==> src/rtl/mc_cr_pkg.sv <==
// Shared types, geometry constants and the pixel add/clip helper for the
// chroma motion-compensation reconstruction block.
package mc_cr_pkg;

  // Block geometry and sample widths.
  localparam int MB_SIZE       = 8;              // block edge in pixels, must be even
  localparam int PIXEL_WIDTH   = 8;              // unsigned pixel width
  localparam int RES_WIDTH     = PIXEL_WIDTH + 1; // signed residual width

  // One beat carries a horizontal pixel pair.
  localparam int BEATS_PER_ROW = MB_SIZE / 2;
  localparam int BEATS         = MB_SIZE * MB_SIZE / 2;

  // Index widths derived from the geometry.
  localparam int CNT_W         = $clog2(BEATS);
  localparam int ROW_W         = $clog2(MB_SIZE);
  localparam int COL_W         = $clog2(MB_SIZE);

  typedef enum logic [0:0] {
    COLLECT = 1'b0,
    DONE    = 1'b1
  } state_e;

  // Reference pixel plus signed residual, saturated to the pixel range.
  // The sum is formed one bit wider than the residual so that the largest
  // positive and negative results both fit without wrapping.
  function automatic logic [PIXEL_WIDTH-1:0] clip_add(
    input logic [PIXEL_WIDTH-1:0] ref_pix,
    input logic [RES_WIDTH-1:0]   res
  );
    logic [RES_WIDTH:0] sum_s;
    sum_s = {{(RES_WIDTH + 1 - PIXEL_WIDTH){1'b0}}, ref_pix}
          + {res[RES_WIDTH-1], res};
    if (sum_s[RES_WIDTH]) begin
      return {PIXEL_WIDTH{1'b0}};
    end else if (|sum_s[RES_WIDTH-1:PIXEL_WIDTH]) begin
      return {PIXEL_WIDTH{1'b1}};
    end else begin
      return sum_s[PIXEL_WIDTH-1:0];
    end
  endfunction

endpackage

==> src/rtl/mc_cr_clip_add.sv <==
// Single-lane reconstruction adder: reference pixel plus signed residual,
// clipped to the unsigned pixel range. Purely combinational.
import mc_cr_pkg::*;

module mc_cr_clip_add (
  input  logic [PIXEL_WIDTH-1:0] ref_pix,
  input  logic [RES_WIDTH-1:0]   res,
  output logic [PIXEL_WIDTH-1:0] pix
);

  // Add and saturate in one combinational step; the caller registers it.
  always_comb begin
    pix = clip_add(ref_pix, res);
  end

endmodule

==> src/rtl/mc_cr_recon.sv <==
// Chroma MC reconstruction: collects a raster-ordered residual stream two
// pixels per beat, adds it to the co-located reference pixels with clipping,
// and presents the completed block until the consumer takes it.
import mc_cr_pkg::*;

module mc_cr_recon (
  input  logic                   clk,
  input  logic                   reset,
  input  logic [PIXEL_WIDTH-1:0] ref_frame   [MB_SIZE][MB_SIZE],
  input  logic [RES_WIDTH-1:0]   residual_in [2],
  input  logic                   src_valid,
  output logic                   src_ready,
  output logic [PIXEL_WIDTH-1:0] recon       [MB_SIZE][MB_SIZE],
  output logic                   dst_valid,
  input  logic                   dst_ready
);

  state_e                 state_r;
  state_e                 state_next_s;
  logic [CNT_W-1:0]       beat_cnt_r;
  logic                   accept_s;
  logic                   last_beat_s;
  logic [ROW_W-1:0]       row_s;
  logic [COL_W-1:0]       col0_s;
  logic [COL_W-1:0]       col1_s;
  logic [PIXEL_WIDTH-1:0] ref0_s;
  logic [PIXEL_WIDTH-1:0] ref1_s;
  logic [PIXEL_WIDTH-1:0] pix0_s;
  logic [PIXEL_WIDTH-1:0] pix1_s;

  // src_ready is a register that is high exactly while collecting, so it
  // doubles as the "in COLLECT" qualifier for the beat handshake.
  always_comb begin
    accept_s    = src_valid && src_ready;
    last_beat_s = (beat_cnt_r == CNT_W'(BEATS - 1));
  end

  // Raster address of the current beat: row from the quotient, left column
  // from twice the remainder; the right column is its neighbour.
  always_comb begin
    row_s  = ROW_W'(beat_cnt_r / CNT_W'(BEATS_PER_ROW));
    col0_s = COL_W'({beat_cnt_r % CNT_W'(BEATS_PER_ROW), 1'b0});
    col1_s = col0_s + COL_W'(1);
    ref0_s = ref_frame[row_s][col0_s];
    ref1_s = ref_frame[row_s][col1_s];
  end

  mc_cr_clip_add u_lane0 (
    .ref_pix (ref0_s),
    .res     (residual_in[0]),
    .pix     (pix0_s)
  );

  mc_cr_clip_add u_lane1 (
    .ref_pix (ref1_s),
    .res     (residual_in[1]),
    .pix     (pix1_s)
  );

  // Next-state decode: finish a block on its last beat, release it on the
  // output handshake.
  always_comb begin
    state_next_s = state_r;
    case (state_r)
      COLLECT: begin
        if (accept_s && last_beat_s) begin
          state_next_s = DONE;
        end else begin
          state_next_s = COLLECT;
        end
      end
      DONE: begin
        if (dst_valid && dst_ready) begin
          state_next_s = COLLECT;
        end else begin
          state_next_s = DONE;
        end
      end
      default: begin
        state_next_s = COLLECT;
      end
    endcase
  end

  // State register with handshake outputs registered alongside it.
  always_ff @(posedge clk) begin
    if (reset) begin
      state_r   <= COLLECT;
      src_ready <= 1'b1;
      dst_valid <= 1'b0;
    end else begin
      state_r   <= state_next_s;
      src_ready <= (state_next_s == COLLECT);
      dst_valid <= (state_next_s == DONE);
    end
  end

  // Beat counter: advances per accepted beat and wraps after the last one.
  always_ff @(posedge clk) begin
    if (reset) begin
      beat_cnt_r <= {CNT_W{1'b0}};
    end else if (accept_s) begin
      if (last_beat_s) begin
        beat_cnt_r <= {CNT_W{1'b0}};
      end else begin
        beat_cnt_r <= beat_cnt_r + CNT_W'(1);
      end
    end
  end

  // Reconstructed block: cleared on reset, otherwise each accepted beat
  // overwrites its pixel pair; previous block contents persist until then.
  always_ff @(posedge clk) begin
    if (reset) begin
      for (int r = 0; r < MB_SIZE; r++) begin
        for (int c = 0; c < MB_SIZE; c++) begin
          recon[r][c] <= {PIXEL_WIDTH{1'b0}};
        end
      end
    end else if (accept_s) begin
      recon[row_s][col0_s] <= pix0_s;
      recon[row_s][col1_s] <= pix1_s;
    end
  end

endmodule

==> config.mk <==
export PLATFORM = sky130hd
export DESIGN_NAME = mc_cr_recon
export DESIGN_NICKNAME = d
export VERILOG_FILES = /design/src/rtl/mc_cr_pkg.sv /design/src/rtl/mc_cr_clip_add.sv /design/src/rtl/mc_cr_recon.sv
export SDC_FILE = /design/constraint.sdc
export NUM_CORES = 1
export LEC_CHECK = 0
export CORE_AREA = 2 2 407 409
export CTS_CLUSTER_SIZE = 12
export DETAILED_ROUTE_END_ITERATION = 16
export DIE_AREA = 0 0 409 411
export GPL_ROUTABILITY_DRIVEN = 1
export SLEW_MARGIN = 40
export SYNTH_ARGS = -nofsm -noshare
export SYNTH_HDL_FRONTEND = slang
export SYNTH_SLANG_ARGS = --single-unit
==> constraint.sdc <==
create_clock -name clk -period 6.61 [get_ports clk]
set_input_delay 1.322 -clock clk [delete_from_list [all_inputs] [get_ports clk]]
set_output_delay 1.322 -clock clk [all_outputs]
set_load 0.03 [all_outputs]
# Word level (Yosys, flattened, before mapping)
# Cells that the tools add are included.
# Widths: inputs -> output; s select.
# totals
regBits	519
input_bits	534
out_inout_bits	514
elab_cells	116
# op_classes
n_addsub	4
order_cmp	6
n_eq_ne	1
muxes	27
bitwise_logic	5
n_reduce_logical	6
# op_table
cell	count
$bwmux 512	2
$demux 64 s3	2
$mux 64	4
$bmux 64 s3	1
$mux 8	10
$bmux 8 s3	2
$demux 8 s3	2
$add 9x9->10	2
$ge 4x4->1 const B	3
$lt 4x1->1 const B	3
$not 3->4	3
$logic_and 1x1->1	6
$add 5x1->5 const B	1
$eq 5x5->1 const B	1
$mux 5	1
$add 3x1->3 const B	1
$mux 1	2
$not 1->1	2
$pmux 1 s2	1

# Depth between registers and ports, before layout
# Gate-level depths: netlist (run 1).
# depth
ltp_word	12
ltp_mapped	20
ltp_nobuf	14

# By module
# A second synthesis (run 1) with hierarchy kept.
# unflattened
hier_cells	3055
hier_area_um2	24174.4
# modules_own_cells
mod	n_inst	cells_per_inst	area_each_um2	seq_area_each_um2
mc_cr_recon	1	2935	23243.5	10390.0
mc_cr_clip_add	2	60	465.4	0.0

# Worst setup path after synthesis (run 1)
# OpenSTA, ideal clock, no wires.
# synth_path
kind	input to register
from	in ref_frame[280] (netlist name)
to	reg recon[111] (netlist name)
setup_time_ns	0.080
arrival_ns	4.328
t_required_ns	6.530
setup_slack_ns	2.202
cell_stages	14
n_path_buf	1
path_cell_list	mux2_2 -> a221oi_1 -> o221ai_1 -> o311ai_0 -> o31ai_1 -> ha_1 -> fa_1 -> a21oi_1 -> o21ai_2 -> a21o_1 -> or3_1 -> o211a_4 -> buf_12 -> a211oi_2
# synth_between
elab_chain_cells	11
word_cells_on_any_way	17
classes_between	2 x add/sub; 15 x mux
# synth_rtl
element	line_no	rtl
start, declared	mc_cr_recon.sv:9	input logic [PIXEL_WIDTH-1:0] ref_frame [MB_SIZE][MB_SIZE],
$bmux 64 s3 (*)	mc_cr_recon.sv:44, mc_cr_recon.sv:45	
$mux 64 (implied by the code) (*) (2 in a row)	mc_cr_recon.sv:44, mc_cr_recon.sv:45	
$bmux 8 s3	mc_cr_recon.sv:44	ref0_s = ref_frame[row_s][col0_s];
$mux 8 (implied by the code) (2 in a row)	mc_cr_recon.sv:44	
$add 9x9->10	mc_cr_pkg.sv:33	+ {res[RES_WIDTH-1], res};
$mux 8	mc_cr_pkg.sv:36	end else if (|sum_s[RES_WIDTH-1:PIXEL_WIDTH]) begin
$mux 8	mc_cr_pkg.sv:34	if (sum_s[RES_WIDTH]) begin
$bwmux 512	mc_cr_recon.sv:121	recon[row_s][col0_s] <= pix0_s;
$bwmux 512 (*)	mc_cr_recon.sv:122	recon[row_s][col1_s] <= pix1_s;
end signal, assigned by index	mc_cr_recon.sv:117	recon[r][c] <= {PIXEL_WIDTH{1'b0}};
end signal, assigned by index	mc_cr_recon.sv:121	
end signal, assigned by index	mc_cr_recon.sv:122	
end, declared	mc_cr_recon.sv:13	output logic [PIXEL_WIDTH-1:0] recon [MB_SIZE][MB_SIZE],
# Mark *: on every way between the ends. The rest lies on a longest branch, timed or not. The select of a mux whose other input is x is not followed.
# A chain may end at the register's enable or synchronous reset.

# Final worst setup path (run 1)
# layout_path
from	reg beat_cnt_r[4]
to	reg recon[179] (netlist name)
# layout_between
elab_chain_cells	12
word_cells_on_any_way	25
classes_between	2 x add/sub; 2 x order compare; 19 x mux; 1 x bitwise; 1 x reduce/logical
# layout_rtl
element	line_no	rtl
start, declared	mc_cr_recon.sv:20	logic [CNT_W-1:0] beat_cnt_r;
start signal, assigned	mc_cr_recon.sv:101	beat_cnt_r <= {CNT_W{1'b0}};
start signal, assigned	mc_cr_recon.sv:104	beat_cnt_r <= {CNT_W{1'b0}};
start signal, assigned	mc_cr_recon.sv:106	beat_cnt_r <= beat_cnt_r + CNT_W'(1);
$not 3->4 (implied by the code) (*)	n/a	
$bmux 64 s3	mc_cr_recon.sv:44, mc_cr_recon.sv:45	
$mux 64 (implied by the code) (2 in a row)	mc_cr_recon.sv:44, mc_cr_recon.sv:45	
$bmux 8 s3	mc_cr_recon.sv:44	
$mux 8 (implied by the code) (2 in a row)	mc_cr_recon.sv:44	
$add 9x9->10	mc_cr_pkg.sv:33	
$mux 8	mc_cr_pkg.sv:36	
$mux 8	mc_cr_pkg.sv:34	
$bwmux 512	mc_cr_recon.sv:121	
$bwmux 512 (*)	mc_cr_recon.sv:122	
# Marks and branches as above.

==> results of run 1 <==
[how the worst max path moves through the flow]
stage / startpoint / endpoint / cells after the start
2_1_floorplan: ref_frame[280] / recon[111]$_SDFFE_PP0P_ / 14
6_report: beat_cnt_r[4]$_SDFFE_PP0P_ / recon[179]$_SDFFE_PP0P_ / 16
5_1_grt: beat_cnt_r[4]$_SDFFE_PP0P_ / recon[193]$_SDFFE_PP0P_ / 16
3_5_place_dp: ref_frame[432] / recon[101]$_SDFFE_PP0P_ / 18
4_1_cts: beat_cnt_r[4]$_SDFFE_PP0P_ / recon[193]$_SDFFE_PP0P_ / 16
3_3_place_gp: ref_frame[432] / recon[470]$_SDFFE_PP0P_ / 18
[sequential cells by signal (all words and copies together), names as in the netlist]
name        cells
beat_cnt_r      5
state_r         1
recon         512
src_ready       1
[stage by stage]
stage          hold WS, ns  total power, mW  std cells  instance area (um^2)
6_report             0.454             8.35       5896                 40300
5_1_grt              0.472             8.66       5879                 40200
4_1_cts              0.454             8.49       5836                 40100
3_5_place_dp         0.445             5.12       5732                 38200
3_3_place_gp         0.441             5.08       5728                 38100
2_1_floorplan        0.582             3.99       2657                 24900
[synthesized netlist by cell type (all sizes together) (4+ instances only)]
cell / count
nand2: 230
a21o: 9
nor2: 185
o21ai: 234
a311o: 34
a221oi: 60
nand4: 4
nor3: 8
clkbuf: 187
o221ai: 16
a211oi: 100
o311ai: 6
or3: 33
xor2: 4
and2: 6
o211ai: 104
a21oi: 162
mux2i: 40
inv: 13
o31ai: 35
o21a: 6
nor2b: 8
buf: 85
o41ai: 64
a22oi: 29
mux4: 53
ha: 21
o22ai: 9
nand3b: 289
nand3: 12
mux2: 50
xnor2: 7
dfxtp: 519
a22o: 4
[power by group through the flow]
stage	Combinational (mW)	Sequential (mW)	Clock, mW
finish	1.84	3.17	3.34
detailed placement	1.88	3.24	0
CTS	1.89	3.17	3.44
global placement	1.85	3.24	0
floorplan	0.713	3.28	0
global route	1.94	3.17	3.55
[tightest hold or removal path: stages (launching register included)]
cell	delay [ns]
dfxtp_1	0.30
nand2_1	0.05
a21oi_1	0.05
[routing by layer]
metal,global-route usage,part of all wire
met5,0,0.0011
met4,0.115,0.056
met3,0.0522,0.073
met2,0.376,0.50
met1,0.229,0.36
[cell type report]
class                           instances  area [um^2]
Sequential cell                       519        10400
Antenna cell                           59          148
Multi-Input combinational cell       1852        13400
Timing Repair Buffer                 1159        11600
Inverter                               14         52.6
Tap cell                             2189         2740
Fill cell                           17683       124000
Clock inverter                         22          278
Clock buffer                           82         1630
[cells by family (layout without fill, tap and decap cells)]
family	Yosys count	after routing	synth area share
AO/OA/AOI/OAI	891	891	0.254
XOR/XNOR	11	11	0.00418
adder cells (fa/ha/maj)	23	23	0.0122
buffers and inverters	286	1277	0.0513
flip-flops	519	519	0.418
multiplexers	143	143	0.0868
other	0	59	0
AND/OR/NAND/NOR	784	784	0.174
==> summary.txt, run 1 <==
Power
  – Pwr Density: 207 nW/um^2
  – Net Sw Frac: 0.317
  – Max IR drop VDD: 0.209 mV
  – LEAKAGE: 12.7 nW
  – Clock share of power: 0.400
  – Sequential share of power: 0.379
  – Pint: 5.70 mW
  – Comb pwr share: 0.221
  – P_sw: 2.65 mW

Placement
  – Post-DP HPWL: 151000 um
  – IO Port Bufs: 1047
  – Place WS: 0.645 ns
  – Routability-driven placement congestion ratio: 0.935

Setup path
  – CP cell instances: buf_4, or2_2, nor2_1, a21oi_1, o21ai_0, o211ai_1, o21ai_0, buf_4, ha_1, a211oi_1, o21bai_1, o21ai_1, o21a_4, buf_12, or3_1, o21ai_0
  – Reg2Reg Depth: 16
  – CP max stage cell: dfxtp_4
  – Worst EP required: 7.14 ns
  – Worst path arrival time: 6.28 ns
  – Setup crit end kind: flip-flop
  – RR Endpoint: recon[179]$_SDFFE_PP0P_
  – Top cell by count, worst path: o21ai_0
  – Buf/Inv on CP: 3
  – Maximum fanout along the worst path: 41
  – Crit path launch type: flip-flop
  – Kind of critical path: flip-flop to flip-flop
  – Reg-to-reg startpoint: beat_cnt_r[4]$_SDFFE_PP0P_
  – Top cell family by delay on the critical path: compound AO/OA/AOI/OAI gates
  – Reg-to-reg slack, setup: 0.86 ns
  – Max stage delay on crit path: 0.70 ns

STA
  – Final Hold Fails: 0
  – Tcrit/Tclk final: 0.870
  – Fin. max-slew vios: 0
  – Worst rel slew slack: 0.395
  – Fin crit period: 5.75 ns
  – Setup violations, final: 0
  – Peak Freq: 0.174 GHz
  – Worst slew pin tran: 0.908 ns
  – Fin Clk Skew: 0.0377 ns
  – Setup total negative slack: 0 ns
  – Final WS setup: 0.858 ns
  – RSZ-0062 raised after global routing: no

Status
  – Status: finished clean

Floorplan
  – Die height: 411 um
  – Total die area: 168000 um^2
  – Initial cell density of the core: 0.152
  – Core outline area: 164000 um^2
  – Rows: 149
  – IO Pins: 1048
  – Die W: 409 um

Finish
  – Synth-to-layout area growth: 62.1%
  – Commonest non-fill, non-tap cell in the layout: clkdlybuf4s50_1
  – Share of layout cells above drive strength 1: 0.124
  – Final nets: 4161
  – Layout Utilization: 0.246
  – Most frequent cells in the layout: 1046 x clkdlybuf4s50_1, 514 x dfxtp_1, 289 x nand3b_1

Logic synthesis
  – Synth area leader: dfxtp_1
  – Post-Syn Area: 24900 um^2
  – Yosys top cell area share: 0.418
  – Post-synthesis cell count: 2657
  – Ys async rst share: 0
  – Synth warnings: 0
  – EDFF count, synth: 0
  – Mean Syn Cell Area: 9.35 um^2
  – Ys flop type: dfxtp_1
  – Synth Net Count: 3214
  – Sequential fraction of the synthesis area: 0.418
  – Synthesis-stage register bit count: 519
  – Synth area leaders: dfxtp_1 42%, nand3b_1 8.7%, mux4_2 4.8%
  – Cell variety after synth: 72

Drt
  – Post-DR wirelength/cell: 31.7 um
  – Total Wirelength: 187000 um
  – DRC: 0
  – ANT nets after route: 0
  – DR vias/cell: 4.60
  – Vias post-DR: 27147
  – Iter 0 DRT Violations: 2527
  – Length of the first detailed-routing pass in iterations: 5

CTS
  – Clock transition at path regs: 0.07 ns
  – Post-CTS Setup Bufs: 0
  – CTS buffer count: 58
  – Worst skew pair latency: 0.69 ns
  – Post_cts resized: 0
  – Longest Clk Path Bufs: 3
  – Hold-fix buffers at CTS: 0
  – Clk sinks: 519
  – CTS tree: done
  – CTS Root Cell: clkbuf_16
  – H-tree depth: 2

GRT
  – GRT overflow: 0
  – Vias in the first global route: 25672
  – Antenna violations before repair: 147
  – Total global-route track usage: 0.211
  – Largest net degree at the start of global routing: 224
  – First-pass GRT wire length: 241000 um

Job
  – Max Cap Viol: 0

Min path
  – Worst hold path type: flip-flop to flip-flop
  – Worst min-delay path startpoint: recon[197]$_SDFFE_PP0P_
  – Hold endpoint: recon[197]$_SDFFE_PP0P_
  – Hold path cells: 2
No activity file was read; power rests on OpenSTA's default activity.
==> run 2: changes to the inputs <==
Settings changed: CTS_CLUSTER_SIZE 12 to 24.
==> summary.txt, run 2 (synthesis results as in run 1) <==
Job
  – Max Cap Viol: 0

Min path
  – Worst hold path type: flip-flop to flip-flop

GRT
  – GRT overflow: 0
  – Vias in the first global route: 25625
  – Largest net degree at the start of global routing: 224
  – First-pass GRT wire length: 241000 um
  – Antenna violations before repair: 147
  – Total global-route track usage: 0.211

Drt
  – Length of the first detailed-routing pass in iterations: 6
  – Total Wirelength: 187000 um
  – DR vias/cell: 4.60
  – Post-DR wirelength/cell: 31.7 um
  – Vias post-DR: 27122
  – DRC: 0
  – ANT nets after route: 0
  – Iter 0 DRT Violations: 2447

Finish
  – Share of layout cells above drive strength 1: 0.125
  – Layout Utilization: 0.246
  – Final nets: 4161
  – Number of flip-flops under the largest register name: 512
  – Most frequent cells in the layout: 1046 x clkdlybuf4s50_1, 514 x dfxtp_1, 289 x nand3b_1
  – Synth-to-layout area growth: 62.3%
  – Commonest non-fill, non-tap cell in the layout: clkdlybuf4s50_1
  – Regs by FF count: recon x512, beat_cnt_r x5
  – Most flop-heavy register: recon

CTS
  – Worst skew pair latency: 0.70 ns
  – CTS buffer count: 58
  – Clock transition at path regs: 0.07 ns
  – Post-CTS Setup Bufs: 0
  – CTS tree: done
  – Post_cts resized: 0
  – CTS Root Cell: clkbuf_16
  – H-tree depth: 2
  – Clk sinks: 519
  – Hold-fix buffers at CTS: 0
  – Longest Clk Path Bufs: 3

Status
  – Status: finished clean

Floorplan
  – IO Pins: 1048
  – Die W: 409 um
  – Total die area: 168000 um^2
  – Rows: 149
  – Core outline area: 164000 um^2
  – Initial cell density of the core: 0.152
  – Die height: 411 um

STA
  – Tcrit/Tclk final: 0.866
  – Fin Clk Skew: 0.0401 ns
  – Fin crit period: 5.73 ns
  – Setup violations, final: 0
  – Worst rel slew slack: 0.393
  – RSZ-0062 raised after global routing: no
  – Setup total negative slack: 0 ns
  – Worst slew pin tran: 0.910 ns
  – Final Hold Fails: 0
  – Peak Freq: 0.175 GHz
  – Fin. max-slew vios: 0

Setup path
  – Worst path arrival time: 6.25 ns
  – Top cell by count, worst path: o21ai_0
  – Buf/Inv on CP: 3
  – Setup crit end kind: flip-flop
  – Top cell family by delay on the critical path: compound AO/OA/AOI/OAI gates
  – Crit path launch type: flip-flop
  – CP cell instances: buf_4, or2_2, nor2_1, a21oi_1, o21ai_0, o211ai_1, o21ai_0, buf_4, ha_1, a211oi_1, o21bai_1, o21ai_1, o21a_4, buf_12, or3_1, o21ai_0
  – Worst EP required: 7.14 ns
  – Kind of critical path: flip-flop to flip-flop
  – Maximum fanout along the worst path: 41
  – CP max stage cell: dfxtp_4
  – Max stage delay on crit path: 0.70 ns

Power
  – Max IR drop VDD: 0.197 mV
  – Pwr Density: 208 nW/um^2
  – LEAKAGE: 12.8 nW

Placement
  – Post-DP HPWL: 151000 um
  – IO Port Bufs: 1047
  – Routability-driven placement congestion ratio: 0.935
==> run 2: final timing paths <==
path	from	end	slack (ns)	depth (start not counted)
setup / recovery	beat_cnt_r[4]$_SDFFE_PP0P_	recon[179]$_SDFFE_PP0P_	0.88	16
hold / removal	recon[213]$_SDFFE_PP0P_	recon[213]$_SDFFE_PP0P_	0.45	2
setup reg to reg	beat_cnt_r[4]$_SDFFE_PP0P_	recon[179]$_SDFFE_PP0P_	0.88	16
hold reg to reg	recon[213]$_SDFFE_PP0P_	recon[213]$_SDFFE_PP0P_	0.45	2
==> run 2: power breakdown <==
| part | total, mW | switching [mW] | internal, mW |
|---|---|---|---|
| registers | 3.17 | 0.0163 | 3.15 |
| logic | 1.85 | 1.17 | 0.677 |
| clock network | 3.37 | 1.47 | 1.90 |
| total | 8.39 | 2.66 | 5.73 |
==> run 2: cell type report <==
cell class              instances  area (um^2)
diodes                         61          153
clock buffers                  80         1640
clock inverters                25          300
fillers                     17688       124000
inverters                      14         52.6
multi-input cells            1852        13400
flip-flops and latches        519        10400
well taps                    2189         2740
repair buffers               1159        11600
==> run 2: layer usage <==
layer | wire, um | vias up | global-route usage
li1 | - | 11984 | -
met1 | 68400 | 13285 | 0.230
met2 | 94100 | 1459 | 0.375
met3 | 13400 | 372 | 0.0503
met4 | 10700 | 22 | 0.117
met5 | 135 | - | 0
==> run 2: worst register-to-register path: stages, from the launching register on <==
cell and delay [ns]:
dfxtp_4 0.70, buf_4 0.57, or2_2 0.61, nor2_1 0.31, a21oi_1 0.39, o21ai_0 0.21
o211ai_1 0.13, o21ai_0 0.11, buf_4 0.20, ha_1 0.30, a211oi_1 0.24, o21bai_1 0.13
o21ai_1 0.47, o21a_4 0.55, buf_12 0.33, or3_1 0.24, o21ai_0 0.10
==> run 2: metrics by stage <==
step	total power, mW	hold slack (ns)	area [um^2]	std cells	setup slack (ns)
2_1_floorplan	3.99	0.582	24900	2657	2.20
3_3_place_gp	5.08	0.441	38100	5728	0.430
3_5_place_dp	5.12	0.445	38200	5732	0.645
4_1_cts	8.53	0.454	40100	5837	0.946
5_1_grt	8.69	0.472	40300	5880	0.690
6_report	8.39	0.453	40300	5899	0.884
